===== src/rtl/regfile_port_ctrl.sv =====
// Regfile port sequencer: one-outstanding read with write bypass,
// plus round-robin arbitration of the single write port between A and B.
module regfile_port_ctrl #(
    parameter int XLEN  = 32,
    parameter int CNT_W = 16
) (
    input  logic             clk,
    input  logic             rst,
    input  logic             rd_req_valid,
    output logic             rd_req_ready,
    input  logic [4:0]       rd_req_rs1,
    input  logic [4:0]       rd_req_rs2,
    output logic             rd_rsp_valid,
    input  logic             rd_rsp_ready,
    output logic [XLEN-1:0]  rd_rsp_rs1_d,
    output logic [XLEN-1:0]  rd_rsp_rs2_d,
    input  logic             wa_valid,
    output logic             wa_ready,
    input  logic [4:0]       wa_rd,
    input  logic [XLEN-1:0]  wa_data,
    input  logic             wb_valid,
    output logic             wb_ready,
    input  logic [4:0]       wb_rd,
    input  logic [XLEN-1:0]  wb_data,
    output logic [4:0]       rf_rs1,
    output logic [4:0]       rf_rs2,
    input  logic [XLEN-1:0]  rf_rs1_d,
    input  logic [XLEN-1:0]  rf_rs2_d,
    output logic             rf_wr,
    output logic [4:0]       rf_rd,
    output logic [XLEN-1:0]  rf_rd_d,
    output logic [CNT_W-1:0] conflict_cnt
);

    typedef enum logic [1:0] {IDLE, READ, RESP} state_t;

    state_t          state, state_nx;
    logic [4:0]      rs1_q, rs2_q;
    logic            byp1_q, byp2_q;
    logic [XLEN-1:0] byp1_d_q, byp2_d_q;
    logic            rr_q;
    logic            both, grant_a, grant_b, accept;

    // rr_q == 0 favours A on the next contended cycle
    assign both    = wa_valid & wb_valid;
    assign grant_a = ~rst & wa_valid & (~wb_valid | ~rr_q);
    assign grant_b = ~rst & wb_valid & (~wa_valid | rr_q);
    assign wa_ready = grant_a;
    assign wb_ready = grant_b;
    assign rf_rd    = grant_b ? wb_rd : wa_rd;
    assign rf_rd_d  = grant_b ? wb_data : wa_data;
    assign rf_wr    = (grant_a | grant_b) & (rf_rd != 5'd0);

    assign accept = rd_req_valid & rd_req_ready;

    always_comb begin
        state_nx     = state;
        rd_req_ready = 1'b0;
        rd_rsp_valid = 1'b0;
        rf_rs1       = rs1_q;
        rf_rs2       = rs2_q;
        unique case (state)
            IDLE: begin
                rd_req_ready = ~rst;
                rf_rs1       = rd_req_rs1;
                rf_rs2       = rd_req_rs2;
                if (rd_req_valid) state_nx = READ;
            end
            READ: state_nx = RESP;
            RESP: begin
                rd_rsp_valid = 1'b1;
                if (rd_rsp_ready) state_nx = IDLE;
            end
            default: state_nx = IDLE;
        endcase
    end

    always_ff @(posedge clk) begin
        if (rst) begin
            state        <= IDLE;
            rs1_q        <= '0;
            rs2_q        <= '0;
            byp1_q       <= 1'b0;
            byp2_q       <= 1'b0;
            byp1_d_q     <= '0;
            byp2_d_q     <= '0;
            rd_rsp_rs1_d <= '0;
            rd_rsp_rs2_d <= '0;
            rr_q         <= 1'b0;
            conflict_cnt <= '0;
        end else begin
            state <= state_nx;
            if (accept) begin
                rs1_q    <= rd_req_rs1;
                rs2_q    <= rd_req_rs2;
                byp1_q   <= rf_wr & (rf_rd == rd_req_rs1);
                byp2_q   <= rf_wr & (rf_rd == rd_req_rs2);
                byp1_d_q <= rf_rd_d;
                byp2_d_q <= rf_rd_d;
            end
            // regfile data for the accepted indices lands one cycle later
            if (state == READ) begin
                rd_rsp_rs1_d <= (rs1_q == 5'd0) ? '0 :
                                byp1_q ? byp1_d_q : rf_rs1_d;
                rd_rsp_rs2_d <= (rs2_q == 5'd0) ? '0 :
                                byp2_q ? byp2_d_q : rf_rs2_d;
            end
            if (both) begin
                rr_q <= ~rr_q;
                if (conflict_cnt != {CNT_W{1'b1}})
                    conflict_cnt <= conflict_cnt + 1'b1;
            end
        end
    end

endmodule


===== config.mk =====
export PLATFORM = sky130hd
export DESIGN_NAME = regfile_port_ctrl
export DESIGN_NICKNAME = d
export VERILOG_FILES = /design/src/rtl/regfile_port_ctrl.sv
export SDC_FILE = /design/constraint.sdc
export NUM_CORES = 1
export LEC_CHECK = 0
export ABC_AREA = 1
export ABC_CLOCK_PERIOD_IN_PS = 1960
export CORE_MARGIN = 8
export CORE_UTILIZATION = 30
export CTS_CLUSTER_DIAMETER = 100
export CTS_CLUSTER_SIZE = 12
export DETAILED_ROUTE_END_ITERATION = 10
export MAX_ROUTING_LAYER = met4
export PLACE_DENSITY = 0.64
export RECOVER_POWER = 50
export SYNTH_ARGS = -nofsm -noshare
export SYNTH_HDL_FRONTEND = slang
export SYNTH_SLANG_ARGS = --single-unit

===== constraint.sdc =====
create_clock -name clk -period 1.96 [get_ports clk]
set_clock_uncertainty 0.05 [all_clocks]
set_input_delay 0.392 -clock clk [delete_from_list [all_inputs] [get_ports clk]]
set_output_delay 0.392 -clock clk [all_outputs]
set_load 0.005 [all_outputs]

After elaboration in Yosys (flattened, before gate mapping)
Cells that the tools add are included.

operators by class
  add/subtract/negate cells = 1
  equality and inequality tests = 7
  mux-type cells = 13
  bitwise operators = 16
  reductions and logical operators = 6

operators by type and width
  operator                 number
  $mux W32                 5
  $add A16 B1 Y16 const B  1
  $ne A16 B16 Y1 const B   1
  $mux W5                  3
  $eq A5 B5 Y1             2
  $logic_not A5 Y1         2
  $and A1 B1 Y1            9
  $pmux W2 S3              1
  $reduce_bool A5 Y1       1
  $mux W2                  2
  $ne A2 B2 Y1 const B     2
  $not A1 Y1               4
  $reduce_and A2 Y1        2
  $or A1 B1 Y1             3
  $eq A2 B1 Y1 const B     1
  $eq A2 B2 Y1 const B     1
  $logic_not A2 Y1         1
  $mux W1                  2

word-level totals
  register bits after elaboration = 127
  bits of input ports = 154
  output and inout port bits = 132
  logic and storage cells = 53

Logic depth before layout (Yosys ltp)
Gate-level depths: netlist of the first run.

  word-level depth = 7
  mapped depth = 12
  depth with buffers taken out = 11

Least setup slack after synthesis of the first run
No wires, ideal clock.

  path kind = input to output
  start = input port rst
  end = output port rf_rd_d[10]
  arrival time = 1276 ps
  data required time = 1518 ps
  path slack = 242 ps
  cell stages on the path = 8
  buffers on the path = 3
  cell sequence = buf_6 -> nor2_8 -> nand2_4 -> buf_6 -> inv_2 -> buf_2 -> nand2_1 -> nand2_1

on the way
  word-level cells in the longest chain between the ends = 4

RTL lines
  what                         line  source
  start: declaration           8     input logic rst,
  $not A1 Y1                   47    assign grant_b = ~rst & wb_valid & (~wa_valid | rr_q);
  $and A1 B1 Y1 (2 in series)  47
  $mux W32                     51    assign rf_rd_d = grant_b ? wb_data : wa_data;
  end: declaration             31    output logic [XLEN-1:0] rf_rd_d,

Every way passes these cells.

Worst setup path after layout of the first run
  start = register rr_q
  end = output port rf_wr

on the way
  word-level cells in the longest chain between the ends = 5
  elaborated cells between the ends (all ways) = 9
  classes of those cells = 1 x mux; 7 x bitwise; 1 x reduce/logical

RTL lines
  what                                                line    source
  start: declaration                                  41      logic rr_q;
  start signal: assignment                            109     rr_q <= ~rr_q;
  $or A1 B1 Y1 or $not A1 Y1 (tied branches)          47, 46
  $and A1 B1 Y1 or $or A1 B1 Y1 (tied branches)       47, 46
  $mux W5 or $and A1 B1 Y1 (tied branches)            50, 46
  $reduce_bool A5 Y1 or $or A1 B1 Y1 (tied branches)  52      assign rf_wr = (grant_a | grant_b) & (rf_rd != 5'd0);
  $and A1 B1 Y1 (*)                                   52
  end: declaration                                    29      output logic rf_wr,

Mark *: on every way between the ends. The rest lies on a longest branch, timed or not.

==> results.py, run 1 <==
metrics = {
    "outcome": {
        "status": "complete, but fails checks",
        "violations": "negative setup slack",
    },
    "die": {
        "initial_core_util": 0.302,
        "die-area_mm2": 0.0257,
        "core_mm2": 0.0208,
        "pin_count": 286,
        "die_y_um": 160,
        "dieWidth_um": 160,
        "fp-row-count": 53,
    },
    "power": {
        "power.density_mw_per_mm2": 675,
        "total_power_mw": 8.16,
        "ir_drop_mv": 0.474,
        "leakagePower_nw": 5.05,
    },
    "sta": {
        "finalCritPeriodShare": 1.11,
        "setup_viol": 36,
        "period_minus_slack_ns": 2.18,
        "tightest_slew_ns": 0.938,
        "rsz0062_at_grt": "yes",
        "hold_viol": 0,
        "layout_setup_ws_ns": -0.220,
        "finalSetupTns_ns": -2.85,
        "relSlewSlack": 0.375,
        "slew_violations": 0,
        "max_freq_ghz": 0.459,
        "holdWs_ns": 0.438,
    },
    "clocking": {
        "clk_latency_ns": 0.41,
        "cts_tree": "yes",
        "path_clk_slew_ns": 0.06,
        "htreeDepth": 4,
        "numCtsBuffers": 17,
        "cts_buffer_depth": 2,
        "cts-root-buf": "clkbuf_16",
        "cts.sinks": 127,
    },
    "synthesis": {
        "ys_warn_count": 0,
        "syn_avg_cell_area_um2": 6.92,
        "synth_cells": 905,
        "synth-edff-count": 0,
        "synth-main-ff-cell": "dfxtp_1",
        "yosys_register_bits": 127,
        "synth_cell_types": 32,
        "yosysSeqAreaShare": 0.406,
        "netlist_area_mm2": 0.00626,
        "async_reset_ff_frac": 0,
        "syn_nets": 1060,
    },
    "global_route": {
        "grt_pass1_vias": 8049,
        "antenna_found_initial": 1,
        "grt.overflow.total": 0,
        "track_usage": 0.221,
        "grt_first_pass_wirelength_um": 44100,
        "grt_max_degree": 85,
    },
    "final_layout": {
        "multi_input_area_mm2": 0.00379,
        "layout.nets": 1481,
        "ff_latch_area_mm2": 0.00255,
        "utilization": 0.583,
        "post_route_cells_drive_above_1_share": 0.299,
        "fillers": 1827,
        "syn_to_final_growth_pct": 93.1,
        "stdcell_count": 1615,
    },
    "setup_path": {
        "path_max_fanout": 7,
        "reg2reg_slack_ns": 0,
        "setup.worst_path.class": "reg2out",
        "required_ns": 1.52,
        "start_kind": "flop",
        "ff2ff_path_depth": 9,
        "r2r_end": "conflict_cnt[9]",
        "timing.rr.start": "conflict_cnt[1]",
        "worstPathArrival_ns": 1.74,
        "endpoint_kind": "output port",
    },
    "drt": {
        "drc": 0,
        "drt-total-wl_um": 29400,
        "ant_nets": 0,
        "wire_per_inst_um": 18.2,
        "routed-via-count": 7867,
        "via_per_inst": 4.87,
        "drt-initial-drc-count": 380,
        "first_pass_iters": 4,
    },
    "hold_path": {
        "min_from": "rs2_q[2]",
        "holdPathEnd": "rs2_q[2]",
        "hold_depth": 2,
        "hp-class": "reg2reg",
    },
    "placed_design": {
        "dp.cells": 1492,
        "hpwl_um": 19200,
        "io_buffers": 285,
        "place_congestion": 0.851,
    },
    "job": {
        "cap_viol_max_count": 0,
    },
}
cell usage after synthesis, types with 2 or more instances:
library cell	number	share of area
nand3b_1	2	0.0024
a21oi_1	79	0.063
buf_6	2	0.0036
o21bai_1	2	0.0024
nor3_1	12	0.0096
dfxtp_1	127	0.41
buf_2	6	0.0048
buf_1	8	0.0048
buf_4	5	0.0060
inv_1	74	0.044
nand2_2	3	0.0030
o21ai_1	9	0.0072
nand2_1	276	0.17
nand4_1	2	0.0020
o211ai_1	64	0.077
xnor2_1	2	0.0028
o31ai_1	34	0.041
clkbuf_1	44	0.026
inv_2	6	0.0036
nand3_1	31	0.025
nor2_1	21	0.013
xor2_1	2	0.0028
o21ai_0	84	0.067
a31oi_1	2	0.0020
sequential cells by signal (all words and copies together), names as in the netlist:
register      count
byp1_q            1
byp2_d_q         32
byp2_q            1
conflict_cnt     16
rd_rsp_rs1_d     32
rd_rsp_rs2_d     32
rr_q              1
rs1_q             5
rs2_q             5
state             2
metrics by stage:
step	setup slack, ns	instance area, µm²
after floorplan	0.242	6260
after global placement	-0.639	9990
after detailed placement	-0.657	9990
after CTS	-0.201	11600
after global routing	-0.298	12100
final	-0.220	12100
worst max path at each step:
stage                         from          end  depth (start not counted)
after floorplan                rst  rf_rd_d[10]                          8
after global placement    wb_valid        rf_wr                          9
after detailed placement  wb_valid        rf_wr                          9
after CTS                     rr_q  rf_rd_d[28]                         10
after global routing          rr_q        rf_wr                         10
final                         rr_q        rf_wr                         10
worst max-delay path: stages, from the launching register on:
cell and delay (ns):
dfxtp_2 0.33, inv_2 0.05, nand2_4 0.09, buf_6 0.12, buf_12 0.12, nand3b_1 0.16, nand2_4 0.12, nand2_4 0.05
nor2_4 0.12, nor2_4 0.04, buf_2 0.13
cell usage in the layout (no fill, tap or decap), types with 25 or more instances in the layout:
master / netlist / layout
clkdlybuf4s50_1: 0 / 207
nand2_1: 276 / 173
dfxtp_1: 127 / 122
buf_4: 5 / 115
a21oi_1: 79 / 78
o21ai_0: 84 / 75
inv_1: 74 / 69
buf_6: 2 / 67
o211ai_1: 64 / 64
nand2_4: 1 / 60
nand2_2: 3 / 46
o31ai_1: 34 / 32
nand3_1: 31 / 25
power breakdown:
| part | internal (mW) | total [mW] | switching (mW) |
|---|---|---|---|
| logic | 1.20 | 2.22 | 1.02 |
| clock network | 1.77 | 3.10 | 1.33 |
| registers | 2.76 | 2.84 | 0.0790 |
metal layers:
| metal | part of all wire | global-route usage |
|---|---|---|
| met4 | 0.020 | 0.0709 |
| met5 | 0 | - |
| met2 | 0.51 | 0.375 |
| met1 | 0.42 | 0.258 |
| met3 | 0.059 | 0.0443 |
kinds of logic (layout without fill, tap and decap cells):
logic type	after synthesis	in the layout	synth area share
other	0	1	0
AND/OR/NAND/NOR	353	353	0.232
XOR/XNOR	4	4	0.00560
adder cells (fa/ha/maj)	1	1	0.00200
buffers and inverters	145	579	0.0935
flip-flops	127	127	0.406
AO/OA/AOI/OAI	275	275	0.261
area by class of cell:
type | count | area share
diodes | 1 | 0.000207
clock buffers | 18 | 0.0355
clock inverters | 14 | 0.0113
inverters | 80 | 0.0265
multi-input cells | 633 | 0.314
flip-flops and latches | 127 | 0.211
well taps | 275 | 0.0285
repair buffers | 467 | 0.373
what timing repair did:
| action | CTS | global route |
|---|---|---|
| buffers inserted | 84 | 19 |
| hold endpoints to repair | 0 | 0 |
| cloned | 3 | 0 |
| endpoints found under the setup margin | 52 | 67 |
| gates resized for setup | 333 | 164 |
| pin swaps | 40 | 36 |
| hold buffers | 0 | 0 |
No activity file was read; power rests on OpenSTA's default activity.
==> run 2, diff against run 1 <==
- CORE_MARGIN: 8 -> 2
- SKIP_LAST_GASP: unset -> 1
==> results.py, run 2 (synthesis gave the netlist of run 1 again) <==
metrics = {
    "outcome": {
        "status": "complete, but fails checks",
        "violations": "negative setup slack",
    },
    "clocking": {
        "numCtsBuffers": 17,
        "path_clk_slew_ns": 0.06,
        "cts.sinks": 127,
        "cts-root-buf": "clkbuf_16",
        "htreeDepth": 4,
        "clk_latency_ns": 0.41,
        "cts-hold-fix-buffers": 0,
        "cts_buffer_depth": 2,
        "cts_tree": "yes",
    },
    "sta": {
        "layout_setup_ws_ns": -0.257,
        "period_minus_slack_ns": 2.22,
        "hold_viol": 0,
        "tightest_slew_ns": 0.952,
        "slew_violations": 0,
        "relSlewSlack": 0.366,
        "finalCritPeriodShare": 1.13,
        "rsz0062_at_grt": "yes",
        "setup_viol": 42,
        "max_freq_ghz": 0.451,
    },
    "placed_design": {
        "dp.cells": 1485,
        "hpwl_um": 17300,
        "placed_cell_area_mm2": 0.00995,
        "place_congestion": 0.871,
        "io_buffers": 285,
    },
    "setup_path": {
        "endpoint_kind": "output port",
        "worstPathArrival_ns": 1.77,
        "start_kind": "flop",
        "reg2reg_slack_ns": -0.22,
        "path_max_fanout": 5,
        "setup.worst_path.class": "reg2out",
        "required_ns": 1.52,
    },
    "die": {
        "dieWidth_um": 148,
        "die-area_mm2": 0.0220,
        "pin_count": 286,
        "initial_core_util": 0.307,
        "core_mm2": 0.0204,
        "die_y_um": 148,
        "fp-row-count": 52,
    },
    "global_route": {
        "antenna_found_initial": 0,
        "track_usage": 0.245,
        "grt_pass1_vias": 7518,
        "grt.overflow.total": 0,
        "grt_max_degree": 116,
        "grt_first_pass_wirelength_um": 40500,
    },
    "hold_path": {
        "hp-class": "reg2reg",
    },
    "final_layout": {
        "top_regs": "byp2_d_q: 32 flops, rd_rsp_rs1_d: 32 flops, rd_rsp_rs2_d: 32 flops",
        "fin_area_mm2": 0.0118,
        "mostFrequentLayoutCells": "213 x clkdlybuf4s50_1, 186 x nand2_1, 133 x buf_4",
        "mostFrequentLayoutCell": "clkdlybuf4s50_1",
        "fillers": 1816,
        "multi_input_area_mm2": 0.00368,
        "syn_to_final_growth_pct": 88.9,
        "post_route_cells_drive_above_1_share": 0.283,
        "stdcell_count": 1602,
        "ff_latch_area_mm2": 0.00255,
        "layout.nets": 1474,
        "diodes": 0,
    },
    "power": {
        "leakagePower_nw": 4.95,
        "power.density_mw_per_mm2": 681,
        "ir_drop_mv": 0.472,
    },
    "drt": {
        "drc": 0,
        "drt-total-wl_um": 27500,
        "drt-initial-drc-count": 426,
        "wire_per_inst_um": 17.2,
        "first_pass_iters": 5,
        "routed-via-count": 7849,
        "ant_nets": 0,
        "via_per_inst": 4.90,
    },
    "job": {
        "cap_viol_max_count": 0,
    },
}
[run 2: changes by cell type in the layout (fill, tap and decap cells not counted), moves of 4 or more]
cell / change
buf_6: -38
buf_4: +18
nand2_4: -15
buf_2: +13
nand2_1: +13
buf_8: -6
clkdlybuf4s50_1: +6
buf_12: +5
dlygate4sd2_1: +5
dlygate4sd3_1: -5
o21ai_1: -5
clkbuf_2: -4
[run 2: report_power, final]
group          switching, mW  total (mW)  internal (mW)  leakage [nW]
Clock                   1.26        3.06           1.80         0.279
Sequential            0.0763        2.84           2.76          1.04
Combinational          0.992        2.16           1.16          3.62
[run 2: area by class of cell]
cell class,count,share of cell area
Tap cell,270,0.0286
Clock buffer,18,0.0371
Timing Repair Buffer,460,0.369
Inverter,80,0.0271
Multi-Input combinational cell,633,0.312
Clock inverter,14,0.0112
Sequential cell,127,0.215
[run 2: worst paths after layout]
kind         startpoint            to  cells past startpoint
min            rs2_q[1]      rs2_q[1]                      2
max reg2reg        rr_q  byp2_d_q[20]                     17
min reg2reg    rs2_q[1]      rs2_q[1]                      2
max                rr_q         rf_wr                     11
[run 2: critical path: stages (launching register included)]
cell and delay (ns):
dfxtp_2 0.33, inv_2 0.08, nand2_4 0.08, nand2_8 0.10, buf_6 0.14, buf_6 0.11, nand2_2 0.06, nand2_2 0.11
nand2_4 0.06, nor2_4 0.12, nor2_4 0.04, buf_2 0.12
[run 2: timing repair]
item / 4_1_cts / 5_1_grt
pin swaps: 30 / 34
setup endpoints to repair: 51 / 54
gates resized for setup: 280 / 116
buffers inserted: 72 / 19
gates cloned: 6 / 0
hold endpoints to repair: 0 / 0
[run 2: layer usage]
| metal | vias up | GRT usage | wire [µm] |
|---|---|---|---|
| met2 | 293 | 0.410 | 13700 |
| met5 | - | - | 0 |
| met1 | 3616 | 0.292 | 11400 |
| li1 | 3883 | - | - |
| met4 | 0 | 0.0890 | 894 |
| met3 | 57 | 0.0491 | 1460 |
[run 2: metrics by stage]
stage / TNS [ns] / hold slack (ns) / setup slack, ns / util / power [mW]
2_1_floorplan: 0 / 0.395 / 0.242 / - / 3.57
3_3_place_gp: -24.89 / 0.426 / -0.621 / 0.489 / 4.67
3_5_place_dp: -26.93 / 0.427 / -0.652 / 0.489 / 4.68
4_1_cts: -6.53 / 0.437 / -0.251 / 0.560 / 7.99
5_1_grt: -10.95 / 0.468 / -0.329 / 0.581 / 8.40
6_report: -6.34 / 0.439 / -0.257 / 0.581 / 8.05
==> run 3, diff against run 2 <==
- ABC_AREA: 1 -> 0
- CTS_CLUSTER_DIAMETER: 100 -> unset
- PLACE_DENSITY: 0.64 -> 0.65
==> results.py, run 3 <==
metrics = {
    "final_layout": {
        "diodes": 0,
        "top_regs": "byp2_d_q: 32 flops, rd_rsp_rs1_d: 32 flops, rd_rsp_rs2_d: 32 flops",
        "layout.nets": 1220,
        "stdcell_count": 1348,
        "mostFrequentLayoutCell": "clkdlybuf4s50_1",
        "utilization": 0.555,
        "fillers": 1771,
        "mostFrequentLayoutCells": "167 x clkdlybuf4s50_1, 123 x dfxtp_1, 97 x nand2_1",
        "post_route_cells_drive_above_1_share": 0.308,
        "syn_to_final_growth_pct": 82.5,
    },
    "synthesis": {
        "synthTopCellsByCount": "127 x dfxtp_1, 106 x mux2_2, 98 x nand2_1",
        "yosysMostFrequentCell": "dfxtp_1",
        "synth_cells": 690,
        "synth_top_family_by_area": "multiplexers",
        "yosys_register_bits": 127,
        "yosysSeqAreaShare": 0.416,
        "synthXorXnorAreaFrac": 0.0358,
        "synth_cell_types": 42,
        "synth_simple_gate_area_frac": 0.164,
        "synth_top_area_frac": 0.416,
        "syn_nets": 845,
        "synth_compound_area_frac": 0.149,
        "synth.mux.area_fraction": 0.197,
        "yosys-top-cells-area": "dfxtp_1 42%, mux2_2 20%, a22oi_1 8.0%",
        "ys_warn_count": 0,
        "synthAdderAreaFrac": 0.00205,
        "synth_top_cell_by_area": "dfxtp_1",
        "netlist_area_mm2": 0.00611,
        "async_reset_ff_frac": 0,
        "synth-edff-count": 0,
        "syn_avg_cell_area_um2": 8.86,
        "synth-main-ff-cell": "dfxtp_1",
    },
    "drt": {
        "first_pass_iters": 4,
        "routed-via-count": 6614,
        "drc": 0,
        "drt-initial-drc-count": 338,
        "via_per_inst": 4.91,
        "drt-total-wl_um": 25200,
        "wire_per_inst_um": 18.7,
        "ant_nets": 0,
    },
    "power": {
        "power.density_mw_per_mm2": 667,
        "leakagePower_nw": 4.68,
        "ir_drop_mv": 0.530,
    },
    "global_route": {
        "grt_pass1_vias": 6585,
        "grtUsageMet3": 0.0537,
        "track_usage": 0.227,
        "met2_usage": 0.367,
        "antenna_found_initial": 0,
        "grt_max_degree": 83,
        "grt_busiest_layer": "met2",
        "grt_first_pass_wirelength_um": 37000,
        "grt.overflow.total": 0,
        "gr-usage-met1": 0.283,
    },
    "setup_path": {
        "worstPathArrival_ns": 1.88,
        "endpoint_kind": "output port",
        "required_ns": 1.52,
        "reg2reg_slack_ns": -0.17,
        "timing.rr.start": "state[0]",
        "path_max_fanout": 6,
        "ff2ff_path_depth": 6,
        "setup.worst_path.class": "reg2out",
        "r2r_end": "rd_rsp_rs1_d[22]",
        "start_kind": "flop",
    },
    "outcome": {
        "status": "complete, but fails checks",
        "violations": "negative setup slack",
    },
    "sta": {
        "tightest_slew_ns": 1.01,
        "holdWs_ns": 0.249,
        "slew_violations": 0,
        "hold_viol": 0,
        "setup_viol": 136,
        "layout_setup_ws_ns": -0.358,
        "relSlewSlack": 0.326,
        "rsz0062_at_grt": "yes",
        "period_minus_slack_ns": 2.32,
        "finalSetupTns_ns": -19.76,
        "max_freq_ghz": 0.431,
        "finalCritPeriodShare": 1.18,
    },
    "die": {
        "die-area_mm2": 0.0215,
        "pin_count": 286,
        "initial_core_util": 0.304,
        "core_mm2": 0.0201,
        "dieWidth_um": 147,
        "fp-row-count": 52,
        "die_y_um": 147,
    },
    "placed_design": {
        "hpwl_um": 16100,
        "dp.cells": 1264,
        "pre_cts_ws_ns": -0.672,
        "place_congestion": 0.878,
        "io_buffers": 285,
    },
    "clocking": {
        "cts_buffer_depth": 2,
        "htreeDepth": 4,
        "clk_latency_ns": 0.41,
        "path_clk_slew_ns": 0.06,
        "cts-root-buf": "clkbuf_16",
        "cts_tree": "yes",
        "cts-hold-fix-buffers": 0,
        "cts.sinks": 127,
        "numCtsBuffers": 17,
    },
    "hold_path": {
        "holdPathEnd": "state[1]",
        "hold_depth": 3,
        "hp-class": "in2reg",
        "min_from": "rst",
    },
    "job": {
        "cap_viol_max_count": 0,
    },
}
run 3: cell types whose count changed after synthesis, moves of 21 or more:
cell	before	now
mux2_2	0	106
inv_1	74	8
a22oi_1	0	65
o31ai_1	34	2
nand3_1	31	10
o211ai_1	64	1
nor2_1	21	91
o21ai_0	84	50
a21oi_1	79	5
nand2_1	276	98
run 3: cells by family (layout without fill, tap and decap cells):
| logic type | after synthesis | count (layout) |
|---|---|---|
| buffers and inverters | 56 | 442 |
| and+or+nand+nor | 237 | 237 |
| muxes | 107 | 107 |
| AOI/OAI and AO/OA | 137 | 139 |
| adders and majority gates | 1 | 1 |
| xor gates and xnor gates | 25 | 25 |
| DFF | 127 | 127 |
run 3: power by group:
part	switching (mW)	leakage, nW	internal, mW
combinational	0.676	3.39	1.01
sequential	0.0993	1.04	2.72
clock	1.27	0.250	1.67
run 3: stage by stage:
step / area (µm²) / power [mW]
final: 11200 / 7.44
after global routing: 11200 / 7.76
after CTS: 10900 / 7.40
after detailed placement: 9700 / 4.26
after global placement: 9700 / 4.25
after floorplan: 6110 / 3.36
run 3: cell type report:
class | count | area [µm²] | area share
timing repair buffer | 400 | 4010 | 0.359
tap | 270 | 338 | 0.0303
sequential | 127 | 2550 | 0.228
inverter | 10 | 45.0 | 0.00404
clock inverter | 13 | 103 | 0.00919
clock buffer | 19 | 443 | 0.0397
multi-input combinational | 509 | 3680 | 0.330
run 3: critical path, cell delays in order (launching register included):
cell and delay (ns):
dfxtp_2 0.32, nand2b_4 0.15, nand2_8 0.07, buf_12 0.13, buf_8 0.12, buf_12 0.14, buf_6 0.11, mux2_4 0.31
buf_6 0.12
run 3: layer usage:
metal | up-vias | routed length, µm
li1 | 3194 | -
met1 | 3161 | 11200
met2 | 233 | 12100
met3 | 26 | 1420
met4 | 0 | 393
met5 | - | 0
run 3: worst max path at each step:
stage,startpoint,end,slack (ns)
2_1_floorplan,rst,rf_rd_d[10],0.25
3_3_place_gp,wb_rd[2],rf_wr,-0.68
3_5_place_dp,wb_rd[2],rf_wr,-0.67
4_1_cts,wb_rd[2],rf_wr,-0.61
5_1_grt,rr_q,rf_wr,-0.44
6_report,rr_q,rf_rd_d[16],-0.36
run 3: repair_timing:
item | in CTS | in global routing
hold endpoints to repair | 0 | 0
gates cloned | 1 | 2
setup endpoints to repair | 54 | 114
setup buffers | 43 | 13
pin swaps | 7 | 12
gates resized for setup | 306 | 66
